### src/rtl/ros_meas_sequencer.sv
// Ring-oscillator measurement sequencer: clear, gate, latch, then select/send/shift per enabled oscillator.
// Optional ROS_SEQ_FRAME_ID_EN adds a frame counter; otherwise frame_id is tied to 0.
module ros_meas_sequencer #(
   parameter int COUNTER_LENGTH = 20,
   parameter int CLR_CYCLES     = 4,
   parameter int LATCH_CYCLES   = 8,
   parameter int SEND_CYCLES    = 4
) (
   input  logic       clk,
   input  logic       rst_n,
   input  logic       ena,
   input  logic       start,
   input  logic       continuous,
   input  logic [2:0] osc_mask,
   input  logic [1:0] gate_sel,
   output logic       ctr_reset,
   output logic       latch_counter,
   output logic       send_counter,
   output logic [1:0] counter_select,
   output logic       busy,
   output logic       done,
   output logic [7:0] frame_id
);

   typedef enum logic [2:0] {
      IDLE, CLEAR, GATE, LATCH, SELECT, SEND, SHIFT, DONE
   } state_t;

   localparam logic [15:0] CLR_LOAD   = 16'(CLR_CYCLES - 1);
   localparam logic [15:0] LATCH_LOAD = 16'(LATCH_CYCLES - 1);
   localparam logic [15:0] SEND_LOAD  = 16'(SEND_CYCLES - 1);
   localparam logic [15:0] SHIFT_LOAD = 16'(COUNTER_LENGTH + 6);

   state_t      state;
   logic [15:0] timer;
   logic [2:0]  mask_q;
   logic [1:0]  gate_q;

   function automatic logic [15:0] gate_load(input logic [1:0] g);
      case (g)
         2'd0:    gate_load = 16'd1023;
         2'd1:    gate_load = 16'd4095;
         2'd2:    gate_load = 16'd16383;
         default: gate_load = 16'hFFFF;
      endcase
   endfunction

   function automatic logic [1:0] lowest(input logic [2:0] m);
      lowest = m[0] ? 2'd0 : (m[1] ? 2'd1 : 2'd2);
   endfunction

   // mask_q doubles as the unserved set: each SELECT retires its lowest bit
   function automatic logic [2:0] drop_lowest(input logic [2:0] m);
      drop_lowest = m[0] ? {m[2:1], 1'b0} : (m[1] ? {m[2], 2'b00} : 3'b000);
   endfunction

   always_ff @(posedge clk) begin
      if (!rst_n || !ena) begin
         state          <= IDLE;
         timer          <= '0;
         mask_q         <= '0;
         gate_q         <= '0;
         ctr_reset      <= 1'b0;
         latch_counter  <= 1'b0;
         send_counter   <= 1'b0;
         counter_select <= 2'd0;
         busy           <= 1'b0;
         done           <= 1'b0;
      end else begin
         done <= 1'b0;
         case (state)
            IDLE: begin
               if (start && osc_mask != 3'b000) begin
                  state     <= CLEAR;
                  mask_q    <= osc_mask;
                  gate_q    <= gate_sel;
                  timer     <= CLR_LOAD;
                  ctr_reset <= 1'b1;
                  busy      <= 1'b1;
               end
            end
            CLEAR: begin
               if (timer == 16'd0) begin
                  state     <= GATE;
                  ctr_reset <= 1'b0;
                  timer     <= gate_load(gate_q);
               end else begin
                  timer <= timer - 16'd1;
               end
            end
            GATE: begin
               if (timer == 16'd0) begin
                  state         <= LATCH;
                  latch_counter <= 1'b1;
                  timer         <= LATCH_LOAD;
               end else begin
                  timer <= timer - 16'd1;
               end
            end
            LATCH: begin
               if (timer == 16'd0) begin
                  state          <= SELECT;
                  latch_counter  <= 1'b0;
                  counter_select <= lowest(mask_q);
                  mask_q         <= drop_lowest(mask_q);
               end else begin
                  timer <= timer - 16'd1;
               end
            end
            SELECT: begin
               state        <= SEND;
               send_counter <= 1'b1;
               timer        <= SEND_LOAD;
            end
            SEND: begin
               if (timer == 16'd0) begin
                  state        <= SHIFT;
                  send_counter <= 1'b0;
                  timer        <= SHIFT_LOAD;
               end else begin
                  timer <= timer - 16'd1;
               end
            end
            SHIFT: begin
               if (timer == 16'd0) begin
                  if (mask_q != 3'b000) begin
                     state          <= SELECT;
                     counter_select <= lowest(mask_q);
                     mask_q         <= drop_lowest(mask_q);
                  end else begin
                     state <= DONE;
                     done  <= 1'b1;
                  end
               end else begin
                  timer <= timer - 16'd1;
               end
            end
            DONE: begin
               if (continuous && osc_mask != 3'b000) begin
                  state     <= CLEAR;
                  mask_q    <= osc_mask;
                  gate_q    <= gate_sel;
                  timer     <= CLR_LOAD;
                  ctr_reset <= 1'b1;
               end else begin
                  state <= IDLE;
                  busy  <= 1'b0;
               end
            end
            default: state <= IDLE;
         endcase
      end
   end

`ifdef ROS_SEQ_FRAME_ID_EN
   logic [7:0] frame_q;

   always_ff @(posedge clk) begin
      if (!rst_n || !ena) begin
         frame_q <= 8'd0;
      end else if (state == DONE) begin
         frame_q <= frame_q + 8'd1;
      end
   end

   assign frame_id = frame_q;
`else
   assign frame_id = 8'd0;
`endif

endmodule

### config.mk
export PLATFORM = sky130hd
export DESIGN_NAME = ros_meas_sequencer
export DESIGN_NICKNAME = d
export VERILOG_FILES = /design/src/rtl/ros_meas_sequencer.sv
export SDC_FILE = /design/constraint.sdc
export NUM_CORES = 1
export LEC_CHECK = 0
export ABC_AREA = 0
export CAP_MARGIN = 20
export CORE_UTILIZATION = 50
export DETAILED_ROUTE_END_ITERATION = 12
export GPL_ROUTABILITY_DRIVEN = 0
export HOLD_SLACK_MARGIN = 0.12
export PLACE_DENSITY = 0.82
export REMOVE_ABC_BUFFERS = 1
export SLEW_MARGIN = 10
export SYNTH_ARGS = -nofsm -noshare
export SYNTH_HDL_FRONTEND = slang
export SYNTH_SLANG_ARGS = --single-unit
### constraint.sdc
create_clock -name clk -period 2.7 [get_ports clk]
set_input_delay 0.54 -clock clk [delete_from_list [all_inputs] [get_ports clk]]
set_output_delay 0.54 -clock clk [all_outputs]
set_load 0.005 [all_outputs]
# Word level (Yosys, flattened, before mapping)
# Index checks and enable logic that the tools add are counted.
# word_totals
regBits,31
latchBits,0
ram_bits,0
romBits,0
in_bits,10
out_inout_bits,15
elab_cells,103
mem_count,0
# op_classes
n_addsub,1
mul,0
div,0
order_cmp,0
n_eq_ne,19
shifts,0
muxes,44
bitwise,2
n_reduce_logical,27
# op_table
operator,n
16-bit case mux with 7 select lines,1
16-bit 2-to-1 mux,6
16-bit case mux with 3 select lines,1
3-bit 2-to-1 mux,13
3-bit case mux with 8 select lines,1
"2-bit != test, second input constant",10
16-bit zero test,1
2-bit 2-to-1 mux,8
"16-bit by 1-bit subtractor with 16-bit output, second input constant",1
"3-bit equality test, second input constant",4
3-bit case mux with 4 select lines,1
3-bit AND reduction,4
6-bit AND reduction,2
3-bit nonzero test,3
2-bit case mux with 2 select lines,2
4-bit AND reduction,2
2-bit nonzero test,4
1-bit 2-to-1 mux,7
"3-bit by 2-bit equality test with 1-bit output, second input constant",2
1-bit case mux with 2 select lines,3
4-bit nonzero test,1
"3-bit by 1-bit equality test with 1-bit output, second input constant",1
3-bit zero test,1
1-bit case mux with 3 select lines,1
10 further kinds,13

# Logic depth before layout (Yosys ltp)
# Gate-level depths: netlist (run 1).
# logic_depth
word_depth,5
ltp_mapped,9
ltp_nobuf,7

# Least setup slack after synthesis (run 1)
# OpenSTA, ideal clock, no wires.
# synth_timing
path_kind,reg-to-reg
startpoint,reg timer[0]
endpoint,reg timer[14]
setup_time_ns,0.088
t_arrival_ns,2.424
required_time_ns,2.612
setup_slack_ns,0.188
path_stages_with_launch,10
n_path_buf,2
period_less_slack_ns,2.512
path_cell_list,dfxtp_1 -> inv_1 -> ha_1 -> or4b_2 -> or4_4 -> buf_6 -> buf_6 -> o31ai_4 -> a21oi_1 -> nor4_2
# synth_between
elab_chain_len,3
word_cells_on_any_way,9
cone_classes,1 x add/sub; 1 x eq/ne; 5 x mux; 2 x reduce/logical
# synth_rtl
item,line,text
from (decl),35,logic [15:0] timer;
from (signal assigned),86,timer <= gate_load(gate_q);
from (signal assigned),88,timer <= timer - 16'd1;
from (signal assigned),97,timer <= timer - 16'd1;
16-bit by 1-bit subtractor with 16-bit output / 16-bit zero test (equally long branches),--,
"16-bit 2-to-1 mux, or another cell as far along","101, 125",
16-bit case mux with 7 select lines / 3-bit AND reduction (equally long branches),--,
# Parallel ways exist; a longest one is shown, timed or not. The select of a mux whose other input is x is not followed.
# A chain may end at the register's enable or synchronous reset.

# Worst setup path in the final report (run 1)
# layout_timing
startpoint,reg timer[0]
endpoint,reg timer[1]
# Same word-level chain as after synthesis.

==> results by group, run 1 <==
Outcome
  – Outcome: completed

STA
  – Final Hold Violating Endpoints: 0
  – Max Slew Vio Count: 0
  – Clock skew: approximately 0.01 ns
  – Post-route setup slack: between 0.1 and 0.15 ns
  – Minimum clock period: roughly 2.6 ns
  – RSZ-0062 raised after global routing: no
  – Setup violators final: 0
  – Max-slew headroom: 0.524
  – Fin crit share: 0.954
  – Least-Margin Pin Slew: 0.714 ns
  – F_max: 0.388 GHz

Worst setup path
  – Critical path fanouts, max: 6
  – WP data required: 2.90 ns
  – CP startpoint kind: flop
  – Slowest-stage cell, CP: or4_4
  – Crit-path max cell delay: approximately 0.6 ns
  – Worst path arrival time: about 2.8 ns
  – Worst R2R Path Depth: 8
  – CP Capture Type: flop
  – Crit Path Class: flop to flop
  – Cell Chain, Critical Path: inv_1 > ha_1 > or4b_4 > or4_4 > buf_2 > a21o_1 > and3_1 > a21oi_1

Flow run
  – Max Cap Violations: 0

Clocking
  – Clock transition at path regs: around 0.07 ns
  – Worst-Skew Late Latency: 0.29 ns
  – Hold Buf Count CTS: 0
  – CTS Sinks: 31
  – Htree depth: 2
  – Root buf cell: clkbuf_8
  – CTS buffer count: 5
  – CTS tree: built
  – Clk buf depth: 2

Logic synthesis
  – Synth Instances: around 280
  – Dominant synthesized flop cell: dfxtp_1
  – Post-synth ARST share: 0
  – Synthesized area: roughly 0.0021 mm2
  – Syn Area/Cell: 7.55 um2
  – Post-synth top area share: 0.291
  – Number of synthesized flops with an enable pin: 0
  – Seq cells post-synth: 31
  – Synth cell types: 60
  – Register area share after synthesis: 0.291
  – Ranking of synthesized cells by area: dfxtp_1, a21oi_1, nand2_1, nor3_1, nor2_1
  – Yosys top cell by area: dfxtp_1
  – Ys Warns: 0

Floorplan
  – Die ar.: about 0.0045 mm2
  – Core ar.: just over 0.004 mm2
  – Die Ht: a little under 70 um
  – # rows: 23
  – Initial core utilization: 0.525
  – I/O Pins: 25
  – Die width: about 67 um

Place
  – Post-place setup slack: about 0.12 ns
  – Port Buffer Count: 16
  – DPL Wire Length: between 4 and 5 mm

Global route
  – Vias in the first global route: 1960
  – First-pass GRT wire length: 9.54 mm
  – Initial antenna violation count: 0
  – Total track usage: 0.285
  – Gr ovfl total: 0
  – Pin count of the biggest net entering global routing: 22

Hold path
  – Worst hold path class: flop to flop
  – Min-Delay Path Depth: 2

Detailed routing
  – TritonRoute pass-1 iters: 5
  – WL final: between 5 and 6 mm
  – 1st-iter DRT viols: 254
  – Antenna Nets Post-Route: 0
  – Vias: 2226
  – Wirelength per Cell: 16.4 um
  – Post-route DRC: 0
  – Via/cell ratio: between 6 and 7

Power
  – Comb pwr share: 0.351
  – VDD IR-drop max: approximately 0.00041 V
  – Clock share of power: 0.319
  – PD cells: roughly 600 mW/mm2
  – Net switching power: 0.521 mW
  – Cell Int Power: 1.00 mW
  – Switching portion of total power: 0.342
  – Total power: around 1.5 mW
  – Sequential power share: 0.330
  – P_leak: roughly 1 nW

Final layout
  – Layout Nets: 316
  – Share of cells above drive strength 1: 0.134
  – Area growth syn-to-layout: 17.4%
  – Layout filler cell count: between 300 and 400
  – Antenna diodes: 0
[worst max-delay path: cells and delay by family (launching register included)]
kind,cells,cell delay (ns)
flops,1,0.35
buf+inv,2,0.30
fa+ha+maj,1,0.13
compound gates,2,0.41
simple gates,3,1.28
[per-stage QoR]
step	instance area, um2	util	TNS, ns	hold WS, ns	instances
3_5_place_dp	2360	0.581	0	0.460	344
5_1_grt	2500	0.616	0	0.494	355
4_1_cts	2480	0.610	0	0.473	352
3_3_place_gp	2360	0.581	0	0.450	344
2_1_floorplan	2000	-	-15.82	0.443	263
6_report	2500	0.616	0	0.470	355
[routing by layer]
layer | wire length [um] | global-route usage | share of wire | vias to the layer above
met3 | 435 | 0.0693 | 0.075 | 30
li1 | - | - | - | 1062
met1 | 2520 | 0.373 | 0.43 | 1018
met4 | 184 | 0.122 | 0.032 | 0
met5 | 0 | 0 | 0 | -
met2 | 2670 | 0.440 | 0.46 | 116
[repair_timing]
action                     4_1_cts  5_1_grt
resized for setup                0        1
setup endpoints to repair        0        2
setup buffers                    0        3
[cells in the final DEF (no fill, tap or decap), types with 3 or more instances in the layout]
| cell | count |
|---|---|
| clkdlybuf4s50_1 | 16 |
| o31ai_1 | 4 |
| a211oi_1 | 3 |
| clkbuf_8 | 6 |
| xnor2_1 | 4 |
| nand2_1 | 28 |
| a21oi_1 | 30 |
| nand3_1 | 14 |
| o22ai_1 | 4 |
| nor2b_1 | 5 |
| conb_1 | 8 |
| nor4_2 | 3 |
| or3_1 | 3 |
| buf_4 | 16 |
| nand2b_1 | 5 |
| nor2_1 | 24 |
| or4_4 | 3 |
| nor3_1 | 20 |
| o21ai_1 | 3 |
| and2_1 | 4 |
| o21ai_0 | 10 |
| and3_1 | 3 |
| inv_1 | 6 |
| dfxtp_1 | 31 |
| nand4_1 | 3 |
[sequential cells by signal (all words and copies together) (netlist names), 2 cells and up]
register,flops
counter_select,2
gate_q,2
mask_q,3
state,3
timer,16
[final timing paths]
kind                            to  slack (ns)             startpoint
max          timer[1]$_SDFFE_PP0P_        0.12  timer[0]$_SDFFE_PP0P_
min              busy$_SDFFE_PP0P_        0.47      busy$_SDFFE_PP0P_
max reg2reg  timer[1]$_SDFFE_PP0P_        0.12  timer[0]$_SDFFE_PP0P_
min reg2reg      busy$_SDFFE_PP0P_        0.47      busy$_SDFFE_PP0P_
[area by class of cell]
| class | count | area [um2] | area share |
|---|---|---|---|
| sequential | 31 | 621 | 0.248 |
| multi-input combinational | 226 | 1370 | 0.549 |
| timing repair buffer | 34 | 305 | 0.122 |
| clock inverter | 2 | 35.0 | 0.0140 |
| clock buffer | 6 | 82.6 | 0.0330 |
| inverter | 6 | 22.5 | 0.00901 |
| tap | 50 | 62.6 | 0.0250 |
[cells by family after synthesis]
| kind of cell | count (synthesis) | synth area share |
|---|---|---|
| simple gates | 131 | 0.334 |
| compound gates | 78 | 0.249 |
| buf+inv | 32 | 0.0817 |
| flops | 31 | 0.291 |
| xor+xnor | 5 | 0.0206 |
| fa+ha+maj | 2 | 0.0117 |
| mux | 2 | 0.00940 |
| other cells | 1 | 0.00176 |
[power groups by stage]
stage	combinational [mW]	sequential (mW)	clock [mW]
finish	0.534	0.502	0.486
global route	0.580	0.504	0.515
CTS	0.495	0.500	0.495
detailed placement	0.492	0.511	0
global placement	0.479	0.509	0
floorplan	0.320	0.510	0
[cells in the mapped netlist, drive strengths merged, types with 2 or more instances]
cell type	number
dfxtp	31
a21oi	30
nand2	28
nor2	24
nor3	21
buf	14
nand3	14
o21ai	13
clkbuf	12
inv	6
and2	5
nand2b	5
nor2b	5
nor4	5
o31ai	5
or4	5
o22ai	4
xnor2	4
a211oi	3
and3	3
nand4	3
or3	3
a21bo	2
a21o	2
a22o	2
a22oi	2
a31oi	2
and3b	2
ha	2
mux2i	2
nor4b	2
o211a	2
or4b	2
No activity file was read; power rests on OpenSTA's default activity.
==> inputs of run 2 (changes only) <==
--- a/config.mk
+++ b/config.mk
@@ -7,11 +7,13 @@
 export LEC_CHECK = 0
 export ABC_AREA = 0
 export CAP_MARGIN = 20
-export CORE_UTILIZATION = 50
+export CELL_PAD_IN_SITES_DETAIL_PLACEMENT = 0
+export CELL_PAD_IN_SITES_GLOBAL_PLACEMENT = 1
+export CORE_UTILIZATION = 37
 export DETAILED_ROUTE_END_ITERATION = 12
 export GPL_ROUTABILITY_DRIVEN = 0
 export HOLD_SLACK_MARGIN = 0.12
-export PLACE_DENSITY = 0.82
+export PLACE_DENSITY = 0.83
 export REMOVE_ABC_BUFFERS = 1
 export SLEW_MARGIN = 10
 export SYNTH_ARGS = -nofsm -noshare
==> results by group, run 2 (synthesized netlist as in run 1, its figures left out) <==
Final layout
  – Commonest non-fill, non-tap cell in the layout: dfxtp_1
  – Most frequent cells in the layout: dfxtp_1, a21oi_1, nand2_1
  – Max reg flops: 16
  – Design area: roughly 0.0025 mm2
  – Antenna diodes: 0
  – Layout Nets: about 320
  – Top flop regs: timer x16, mask_q x3, state x3
  – Area growth syn-to-layout: 18.7%
  – Share of cells above drive strength 1: 0.140
  – Largest Register: timer
  – Layout filler cell count: ~570

Flow run
  – Max Cap Violations: 0

STA
  – Post-route setup slack: ~0.12 ns
  – Setup violators final: 0
  – Minimum clock period: between 2 and 3 ns
  – RSZ-0062 raised after global routing: no
  – Max-slew headroom: 0.524
  – F_max: 0.387 GHz
  – Least-Margin Pin Slew: 0.714 ns
  – Final Hold Violating Endpoints: 0
  – Fin crit share: 0.956
  – Max Slew Vio Count: 0
  – Clock skew: ~0.0054 ns

Power
  – PD cells: between 500 and 600 mW/mm2
  – VDD IR-drop max: 0.000205 V
  – P_leak: a little under 1 nW

Global route
  – Initial antenna violation count: 0
  – Pin count of the biggest net entering global routing: 20
  – First-pass GRT wire length: approximately 9.6 mm
  – Total track usage: 0.201
  – Vias in the first global route: 1990
  – Gr ovfl total: 0

Worst setup path
  – Worst path arrival time: 2.74 ns
  – Crit Path Class: flop to flop
  – Critical path fanouts, max: 7
  – CP startpoint kind: flop
  – Reg2reg start: timer[0]$_SDFFE_PP0P_
  – Worst R2R Path Depth: 8
  – CP Capture Type: flop
  – R2R Setup Slk: about 0.12 ns
  – FF-to-FF End: timer[0]$_SDFFE_PP0P_
  – WP data required: approximately 2.9 ns

Clocking
  – Clock transition at path regs: 0.06 ns
  – Htree depth: 2
  – CTS Sinks: 31
  – CTS buffer count: 5
  – Root buf cell: clkbuf_8
  – Clk buf depth: 2
  – Worst-Skew Late Latency: 0.29 ns
  – CTS tree: built
  – Hold Buf Count CTS: 0

Detailed routing
  – Vias: ~2200
  – Antenna Nets Post-Route: 0
  – Wirelength per Cell: ~15 um
  – WL final: roughly 5.8 mm
  – Post-route DRC: 0
  – Via/cell ratio: around 5.7
  – 1st-iter DRT viols: 150
  – TritonRoute pass-1 iters: 4

Floorplan
  – Die ar.: about 0.0061 mm2
  – I/O Pins: 25
  – # rows: 27
  – Die Ht: 77.9 um
  – Core ar.: roughly 0.0055 mm2
  – Die width: between 70 and 80 um
  – Initial core utilization: 0.384

Hold path
  – Worst Hold Endpoint: busy$_SDFFE_PP0P_
  – Worst hold path class: flop to flop
  – Min-Delay Path Depth: 2
  – Hold Startpoint: busy$_SDFFE_PP0P_

Place
  – Area of placed instances: about 0.0024 mm2
  – DPL Wire Length: around 4.2 mm
  – Post-place setup slack: roughly 0.17 ns
  – Port Buffer Count: 16

Outcome
  – Outcome: completed
run 2: worst max path at each step:
stage / slack, ns / to / cells past startpoint / start
floorplan: -0.88 / timer[6]$_SDFFE_PP0P_ / 7 / timer[0]$_SDFFE_PP0P_
global placement: 0.20 / timer[1]$_SDFFE_PP0P_ / 9 / timer[0]$_SDFFE_PP0P_
detailed placement: 0.17 / timer[13]$_SDFFE_PP0P_ / 7 / timer[0]$_SDFFE_PP0P_
CTS: 0.06 / timer[0]$_SDFFE_PP0P_ / 8 / timer[0]$_SDFFE_PP0P_
global route: 0.02 / timer[7]$_SDFFE_PP0P_ / 7 / timer[1]$_SDFFE_PP0P_
finish: 0.12 / timer[0]$_SDFFE_PP0P_ / 8 / timer[0]$_SDFFE_PP0P_
run 2: layout make-up:
cell class / instances / area [um2] / share of cell area
tap: 72 / 90.1 / 0.0356
sequential: 31 / 621 / 0.245
clock inverter: 1 / 5.00 / 0.00198
timing repair buffer: 37 / 330 / 0.131
clock buffer: 7 / 76.3 / 0.0302
multi-input combinational: 226 / 1380 / 0.547
inverter: 6 / 22.5 / 0.00891
run 2: stage by stage:
stage                      util  cells  hold WS, ns  total power, mW  TNS, ns
after floorplan               -    263        0.443            0.829   -15.82
after global placement    0.434    370        0.447             1.00        0
after detailed placement  0.434    370        0.459             1.00        0
after CTS                 0.449    378        0.473             1.36        0
after global routing      0.456    380        0.487             1.49        0
final                     0.456    380        0.465             1.40        0
run 2: power by group:
part | internal, mW | total [mW] | switching, mW
clock | 0.181 | 0.359 | 0.178
combinational | 0.233 | 0.543 | 0.310
sequential | 0.476 | 0.502 | 0.0251
run 2: repair_timing:
item                                    CTS  global route
endpoints found under the setup margin    0             3
resized for setup                         0             3
buffers inserted                          0             2
run 2: layer usage:
metal	vias to the layer above	share of wire	track usage	routed length [um]
met4	0	0.016	0.0755	95
met3	10	0.066	0.0376	384
met2	76	0.45	0.303	2640
met5	-	0	0	0
met1	1007	0.47	0.281	2730
li1	1072	-	-	-
run 2: critical path, cell delays in order, from the launching register on:
cell and delay (ns):
dfxtp_1 0.35, inv_1 0.09, ha_1 0.14, or4b_2 0.66, nor4_2 0.25, buf_4 0.22
o21ai_0 0.08, a22o_1 0.22, a2111oi_1 0.43
==> inputs of run 3 (changes only) <==
==> constraint.sdc (replaced) <==
create_clock -name clk -period 2.7 [get_ports clk]
set_input_delay 0.27 -clock clk [delete_from_list [all_inputs] [get_ports clk]]
set_output_delay 0.27 -clock clk [all_outputs]
set_load 0.005 [all_outputs]
==> results by group, run 3 (synthesized netlist as in run 1, its figures left out) <==
Final layout
  – Finished Core Util: 0.447
  – Antenna diodes: 0
  – Max reg flops: 16
  – Largest Register: timer
  – Top flop regs: timer x16, mask_q x3, state x3
  – Commonest non-fill, non-tap cell in the layout: dfxtp_1
  – Share of cells above drive strength 1: 0.116
  – Area growth syn-to-layout: 16.3%
  – Design area: about 0.0025 mm2
  – Most frequent cells in the layout: dfxtp_1, a21oi_1, nand2_1
  – Layout Nets: between 300 and 400

STA
  – Minimum clock period: approximately 2.6 ns
  – Clock skew: ~0.0046 ns
  – RSZ-0062 raised after global routing: yes
  – F_max: around 0.39 GHz
  – Max Slew Vio Count: 0
  – Fin crit share: 0.960
  – Setup violators final: 0
  – Max-slew headroom: 0.511
  – Least-Margin Pin Slew: between 0.7 and 0.8 ns
  – Final Hold Violating Endpoints: 0

Place
  – Port Buffer Count: 16
  – Area of placed instances: around 0.0024 mm2
  – DPL Wire Length: ~4.2 mm

Floorplan
  – I/O Pins: 25
  – # rows: 27
  – Die width: slightly below 80 um
  – Die Ht: approximately 78 um
  – Die ar.: 0.00606 mm2
  – Initial core utilization: 0.384
  – Core ar.: about 0.0055 mm2

Detailed routing
  – 1st-iter DRT viols: 132
  – Vias: roughly 2100
  – Post-route DRC: 0
  – Antenna Nets Post-Route: 0
  – WL final: between 5 and 6 mm
  – TritonRoute pass-1 iters: 4
  – Wirelength per Cell: between 15 and 20 um
  – Via/cell ratio: around 5.7

Clocking
  – CTS Sinks: 31
  – Root buf cell: clkbuf_8
  – Worst-Skew Late Latency: 0.29 ns
  – CTS tree: built
  – CTS buffer count: 5
  – Clock transition at path regs: 0.07 ns
  – Htree depth: 2
  – Clk buf depth: 2

Global route
  – Gr ovfl total: 0
  – First-pass GRT wire length: 9.75 mm
  – Vias in the first global route: 2012
  – Total track usage: 0.206
  – Pin count of the biggest net entering global routing: 19
  – Initial antenna violation count: 0

Worst setup path
  – FF-to-FF End: timer[13]$_SDFFE_PP0P_
  – WP data required: between 2 and 3 ns
  – Crit Path Class: flop to flop
  – Reg2reg start: timer[1]$_SDFFE_PP0P_
  – Critical path fanouts, max: 14
  – CP Capture Type: flop
  – CP endpoint: timer[13]$_SDFFE_PP0P_
  – Worst path arrival time: 2.77 ns
  – Worst R2R Path Depth: 7
  – R2R Setup Slk: 0.11 ns
  – CP startpoint kind: flop
  – CP Launch Point: timer[1]$_SDFFE_PP0P_

Power
  – Total power: roughly 1.4 mW
  – P_leak: between 0.9 and 1 nW
  – VDD IR-drop max: around 0.00023 V
  – PD cells: about 560 mW/mm2

Outcome
  – Outcome: completed

Flow run
  – Max Cap Violations: 0

Hold path
  – Worst hold path class: flop to flop
run 3: cell types whose count changed in the layout (fill, tap and decap cells not counted), sizes merged:
| cell | change |
|---|---|
| buf | -7 |
run 3: report_power, final:
part | total, mW | internal, mW | switching, mW
combinational | 0.518 | 0.209 | 0.309
sequential | 0.499 | 0.476 | 0.0227
clock | 0.365 | 0.181 | 0.184
total | 1.38 | 0.866 | 0.515
run 3: worst min path at each step:
stage / cells after the start / startpoint / to / slack [ns]
6_report: 2 / busy$_SDFFE_PP0P_ / busy$_SDFFE_PP0P_ / 0.46
3_3_place_gp: 2 / busy$_SDFFE_PP0P_ / busy$_SDFFE_PP0P_ / 0.45
2_1_floorplan: 2 / osc_mask[2] / mask_q[2]$_SDFFE_PP0P_ / 0.41
3_5_place_dp: 2 / busy$_SDFFE_PP0P_ / busy$_SDFFE_PP0P_ / 0.45
4_1_cts: 2 / busy$_SDFFE_PP0P_ / busy$_SDFFE_PP0P_ / 0.46
5_1_grt: 2 / timer[9]$_SDFFE_PP0P_ / timer[9]$_SDFFE_PP0P_ / 0.49
run 3: per-layer routing:
layer | share of wire | vias to the layer above | track usage
met5 | 0 | - | 0
met2 | 0.48 | 59 | 0.337
met4 | 0.012 | 0 | 0.0774
li1 | - | 1053 | -
met3 | 0.052 | 8 | 0.0376
met1 | 0.46 | 999 | 0.268
run 3: final cells by class:
class	instances	area, um2
multi-input combinational	226	1390
clock inverter	1	5.00
timing repair buffer	30	278
inverter	6	22.5
clock buffer	7	76.3
fill	570	3060
sequential	31	621
tap	72	90.1
run 3: worst max-delay path: stages (launching register included):
cell,delay [ns]
dfxtp_1,0.35
inv_1,0.09
ha_1,0.13
or4b_2,0.68
or4_4,0.59
a21bo_2,0.29
a311oi_1,0.27
a21oi_1,0.10
run 3: per-stage QoR:
| step | hold slack (ns) | instances | setup WS [ns] | setup TNS, ns |
|---|---|---|---|---|
| final | 0.460 | 373 | 0.108 | 0 |
| after global routing | 0.493 | 373 | -0.0133 | -0.0133 |
| after CTS | 0.465 | 373 | 0.136 | 0 |
| after detailed placement | 0.452 | 365 | 0.149 | 0 |
| after global placement | 0.450 | 365 | 0.202 | 0 |
| after floorplan | 0.406 | 263 | -0.876 | -15.82 |
run 3: what timing repair did:
action | in CTS | in global routing
setup buffers | 0 | 0
hold buffers | 0 | 0
resized for setup | 0 | 2
setup endpoints to repair | 0 | 2
